$ cat src/rtl/i2s_rx_sample.sv
// Slave-mode I2S receiver: oversamples BCLK/LRCLK/SDATA on clk, deserialises one
// SLEN-bit signed sample per frame and emits left, right or the mono average.
module i2s_rx_sample #(
  parameter int SLEN     = 16,
  parameter int CHANNEL  = 0,
  parameter int MAX_SLOT = 32
) (
  input  logic            clk,
  input  logic            rst,
  input  logic            i2s_bclk,
  input  logic            i2s_lrclk,
  input  logic            i2s_sdata,
  output logic [SLEN-1:0] sample_out,
  output logic            sample_valid,
  output logic            frame_err
);
  localparam int CW = $clog2(MAX_SLOT + 1);
  localparam logic [CW-1:0] SLEN_C = CW'(SLEN);
  localparam logic [CW-1:0] MAX_C  = CW'(MAX_SLOT);

  typedef enum logic [1:0] {UNLOCKED, DELAY, SHIFT, HOLD} state_t;
  state_t state, state_nxt;

  logic [2:0]      bclk_s;   // [0] sync1, [1] sync2, [2] history
  logic [1:0]      lr_s, sd_s;
  logic            lr_last, lr_known;
  logic            slot, slot_nxt;
  logic [CW-1:0]   cnt, cnt_nxt, cnt_inc;
  logic [SLEN-1:0] sreg, sreg_nxt, word, left_q, right_q, out_nxt;
  logic [SLEN:0]   mono_sum;
  logic            left_ok;
  logic            rise, lr_edge, latch, err, emit;
  logic [1:0]      vld_pipe;

  assign rise    = bclk_s[1] & ~bclk_s[2];
  // lr_known stops the reset value of lr_last from faking an edge
  assign lr_edge = rise & lr_known & (lr_s[1] != lr_last);
  assign word    = {sreg[SLEN-2:0], sd_s[1]};
  assign cnt_inc = (cnt == MAX_C) ? cnt : cnt + CW'(1);

  always_ff @(posedge clk) begin
    if (rst) state <= UNLOCKED;
    else     state <= state_nxt;
  end

  // The rise that carries an LRCLK change also carries the previous slot's last
  // bit, so the shift for the old slot happens before the slot is closed.
  always_comb begin
    state_nxt = state;
    cnt_nxt   = cnt;
    sreg_nxt  = sreg;
    slot_nxt  = slot;
    latch     = 1'b0;
    err       = 1'b0;
    if (rise) begin
      unique case (state)
        UNLOCKED: ;
        DELAY: begin
          sreg_nxt  = word;
          cnt_nxt   = CW'(1);
          state_nxt = SHIFT;
        end
        SHIFT: begin
          sreg_nxt = word;
          cnt_nxt  = cnt_inc;
          if (cnt_inc == SLEN_C) begin
            latch     = 1'b1;
            state_nxt = HOLD;
          end else if (lr_edge) begin
            err = 1'b1;
          end
        end
        HOLD: cnt_nxt = cnt_inc;
        default: ;
      endcase
      if (lr_edge) begin
        state_nxt = DELAY;
        cnt_nxt   = '0;
        slot_nxt  = lr_s[1];
      end
    end
  end

  always_comb begin
    emit = 1'b0;
    if (CHANNEL == 0)      emit = latch & ~slot;
    else if (CHANNEL == 1) emit = latch & slot;
    else                   emit = latch & slot & left_ok;
  end

  assign mono_sum = {left_q[SLEN-1], left_q} + {right_q[SLEN-1], right_q};

  always_comb begin
    out_nxt = right_q;
    if (CHANNEL == 0)      out_nxt = left_q;
    else if (CHANNEL == 2) out_nxt = mono_sum[SLEN:1];
  end

  always_ff @(posedge clk) begin
    if (rst) begin
      bclk_s     <= '0;
      lr_s       <= '0;
      sd_s       <= '0;
      lr_last    <= 1'b0;
      lr_known   <= 1'b0;
      slot       <= 1'b0;
      cnt        <= '0;
      sreg       <= '0;
      left_q     <= '0;
      right_q    <= '0;
      left_ok    <= 1'b0;
      vld_pipe   <= '0;
      sample_out <= '0;
      frame_err  <= 1'b0;
    end else begin
      bclk_s    <= {bclk_s[1:0], i2s_bclk};
      lr_s      <= {lr_s[0], i2s_lrclk};
      sd_s      <= {sd_s[0], i2s_sdata};
      cnt       <= cnt_nxt;
      sreg      <= sreg_nxt;
      slot      <= slot_nxt;
      frame_err <= err;
      if (rise) begin
        lr_last  <= lr_s[1];
        lr_known <= 1'b1;
      end
      // a new left slot invalidates the pairing until its word completes
      if (lr_edge & ~lr_s[1]) left_ok <= 1'b0;
      if (latch & ~slot) begin
        left_q  <= word;
        left_ok <= 1'b1;
      end
      if (latch & slot) begin
        right_q <= word;
        left_ok <= 1'b0;
      end
      vld_pipe <= {vld_pipe[0], emit};
      if (vld_pipe[0]) sample_out <= out_nxt;
    end
  end

  assign sample_valid = vld_pipe[1];

endmodule

$ cat config.mk
export PLATFORM = sky130hd
export DESIGN_NAME = i2s_rx_sample
export DESIGN_NICKNAME = d
export VERILOG_FILES = /design/src/rtl/i2s_rx_sample.sv
export SDC_FILE = /design/constraint.sdc
export NUM_CORES = 1
export LEC_CHECK = 0
export CORE_AREA = 2 2 75 77
export DETAILED_ROUTE_END_ITERATION = 12
export DIE_AREA = 0 0 77 79
export MAX_ROUTING_LAYER = met4
export PLACE_DENSITY_LB_ADDON = 0.1
export SLEW_MARGIN = 5
export SYNTH_ARGS = -nofsm -noshare
export SYNTH_HDL_FRONTEND = slang
export SYNTH_SLANG_ARGS = --single-unit
$ cat constraint.sdc
create_clock -name clk -period 2.45 [get_ports clk]
set_input_delay 0.49 -clock clk [delete_from_list [all_inputs] [get_ports clk]]
set_output_delay 0.49 -clock clk [all_outputs]
set_load 0.005 [all_outputs]
==> results.cfg <==
[logic_synthesis]
syn_area_per_cell_um2 = 9.093
synth_top_flop_cell = dfxtp_1
syn_area_um2 = 2791
synthCells = 307
synth_top_area_share_pct = 48.77
yosysTopAreaCell = dfxtp_1
async_reset_ff_share_pct = 0
synth_edf_count = 0
seq_area_frac_synth_pct = 48.77
ys_warn_count = 0
synth_cell_type_count = 40
synth-seq-cells = 68
synthesis.nets = 317
yosys-top-cells-area = dfxtp_1 (49%), mux2i_1 (11%), nand2_1 (9.1%), a21oi_1 (3.9%), nor2_1 (3.5%)

[sta]
period_minus_slack_ns = 2.131
tightest_slew_ns = 0.6553
min_period_over_period_pct = 86.96
finalHoldViolCount = 0
max_freq_ghz = 0.4694
rsz0062_at_grt = false
finalSetupViolCount = 0
fin_tns_setup_ns = 0
slew_headroom_pct = 56.05
holdWs_ns = 0.4416
skew_ns = 0.004261
slew_violations = 0

[worst_setup_path]
r2r_cells = 7
crit_path_start_kind = flip-flop
path_cells = inv_1 > ha_1 > nand2b_1 > a2111oi_2 > and4b_1 > buf_4 > mux2i_1
critical_path_required_ns = 2.72
crit_end = left_q[11]
worstPathMaxFanout = 16
crit_path_start = cnt[0]
worst_ep_arrival_time_ns = 2.40
r2r_slack_ns = 0.32
r2r_end = left_q[11]
crit_slowest_cell = dfxtp_1
setup.worst_path.end_class = flip-flop
criticalPathCategory = reg -> reg
regToRegStartpoint = cnt[0]
worst_path_largest_cell_delay_ns = 0.42

[clocking]
cts_tree = built
htree_levels = 3
clock-sinks = 68
insertion_delay_ns = 0.34
holdBufCountCts = 0
cts_root_buffer = clkbuf_8
numCtsBuffers = 9
clk_path_buf_depth = 2
post_cts_buffers = 0
cts_resized = 0
clk_pin_slew_worst_paths_ns = 0.07

[route]
wirelength_um = 5481
drt_iter0_drc = 160
drc = 0
met3_length_um = 222
maxUsedRoutingLayer = met4
wl_met2_um = 2565
num_vias = 2119
wl_per_cell_um = 13.43
dr.pass1.iters = 4
ant_nets = 0
wl_met1_um = 2540
viasPerCell = 5.194

[power]
p_leak_nw = 1.052
worst_ir_drop_vdd_mv = 0.3878
power_density_nw_per_um2 = 612.0

[global_route]
grt_pass1_vias = 2132
grt_pass1_wl_um = 9542
overflow = 0
track_usage_pct = 20.63
antenna_found_initial = 0
grt_max_degree = 29

[floorplanning]
dieArea_um2 = 6083
start_util_pct = 52.30
row_count = 27
core_um2 = 5338
die_h_um = 79
ios = 23
die_w_um = 77

[place]
dp.cells = 392
io_buffers = 22
gp_congestion = 0.8549
dp_hpwl_um = 3500

[cells_and_area]
drive_above_1_share_pct = 8.333
final_nets = 341
diodes = 0
final_cells = 408
syn2layout_area_growth_pct = 16.45

[job]
cap_violations = 0

[hold_path]
hp-class = reg -> reg

[run_status]
status = finished, final reports clean
-- through the flow --
stage | setup WS [ns] | util (%) | power (mW) | instance area, um^2
6_report | 0.3194 | 60.90 | 1.989 | 3251
5_1_grt | 0.1378 | 60.90 | 2.051 | 3251
4_1_cts | 0.3368 | 60.90 | 2.015 | 3251
3_5_place_dp | 0.3467 | 57.59 | 1.189 | 3074
3_3_place_gp | 0.4180 | 57.59 | 1.189 | 3074
2_1_floorplan | 0.5151 | - | 1.169 | 2791
-- layout by cell type, fill, tap and decap left out, types with 2 or more instances in the layout --
cell type        netlist  routed
xnor2_1                2       2
a32o_1                 3       3
a311oi_1               2       2
nand2b_1               3       3
clkinvlp_4             0       2
clkdlybuf4s50_1        0      22
mux2i_1               32      32
o21ai_0                5       5
dfxtp_1               68      68
ha_1                   5       5
and3_1                 2       2
clkinv_2               0       3
nand3_1                4       4
nand2_1               68      68
o221ai_1               2       2
nor3_1                 4       4
o311ai_0               3       3
nor2_1                26      26
clkbuf_8               0      10
a21oi_1               22      22
inv_1                  7       7
buf_4                  0       9
nor2b_1               12      12
a211oi_1               3       3
-- synth_stat cells, types with 2 or more instances --
| cell type | instances |
|---|---|
| dfxtp_1 | 68 |
| nand2_1 | 68 |
| mux2i_1 | 32 |
| nor2_1 | 26 |
| a21oi_1 | 22 |
| nor2b_1 | 12 |
| clkbuf_1 | 10 |
| inv_1 | 7 |
| ha_1 | 5 |
| o21ai_0 | 5 |
| nand3_1 | 4 |
| nor3_1 | 4 |
| a211oi_1 | 3 |
| a32o_1 | 3 |
| buf_1 | 3 |
| buf_2 | 3 |
| nand2b_1 | 3 |
| o311ai_0 | 3 |
| a311oi_1 | 2 |
| and3_1 | 2 |
| o221ai_1 | 2 |
| xnor2_1 | 2 |
-- state kept, by name, summed over array words and instances, names as in the netlist, 2 cells and up --
signal	cells
lr_s	2
sreg	15
state	2
cnt	6
sample_out	16
vld_pipe	2
left_q	16
bclk_s	3
sd_s	2
-- metal layers --
metal / track usage, % / up-vias
li1: - / 1096
met1: 23.95 / 953
met2: 32.37 / 55
met3: 4.318 / 15
met4: 14.11 / 0
met5: - / -
-- worst max-delay path, delay by kind of cell (launching register included) --
| kind | cells | cell delay (ns) |
|---|---|---|
| DFF | 1 | 0.42 |
| and+or+nand+nor | 2 | 0.40 |
| buffers and inverters | 2 | 0.37 |
| AOI/OAI and AO/OA | 1 | 0.33 |
| adders and majority gates | 1 | 0.31 |
| muxes | 1 | 0.23 |
-- where the power goes --
group	leakage (nW)	switching, mW	internal (mW)	total [mW]
registers	0.549	0.00462	1.11	1.12
logic	0.415	0.0325	0.0165	0.0490
clock network	0.0885	0.433	0.392	0.825
total	1.05	0.470	1.52	1.99
-- layout make-up --
cell class	count	area [um^2]
multi-input combinational	214	1309
sequential	68	1361
clock inverter	6	38.79
tap	72	90.09
fill	486	2087
inverter	7	26.28
clock buffer	10	137.6
timing repair buffer	31	287.8
-- how the worst min path moves through the flow --
stage | cells after the start | end | from
floorplan | 1 | bclk_s[1] | bclk_s[0]
global placement | 1 | lr_s[1] | lr_s[0]
detailed placement | 1 | lr_s[1] | lr_s[0]
CTS | 1 | lr_s[1] | lr_s[0]
global route | 1 | lr_s[1] | lr_s[0]
finish | 1 | bclk_s[1] | bclk_s[0]
-- logic make-up (layout without fill, tap and decap cells) --
| logic type | after synthesis | count (layout) | synth area share (%) |
|---|---|---|---|
| and+or+nand+nor | 128 | 128 | 21.38 |
| DFF | 68 | 68 | 48.77 |
| muxes | 32 | 32 | 11.47 |
| xor gates and xnor gates | 3 | 3 | 0.9415 |
| AOI/OAI and AO/OA | 46 | 46 | 10.85 |
| adders and majority gates | 5 | 5 | 2.241 |
| buffers and inverters | 25 | 54 | 4.348 |
Power figures use the tool's default switching activity.
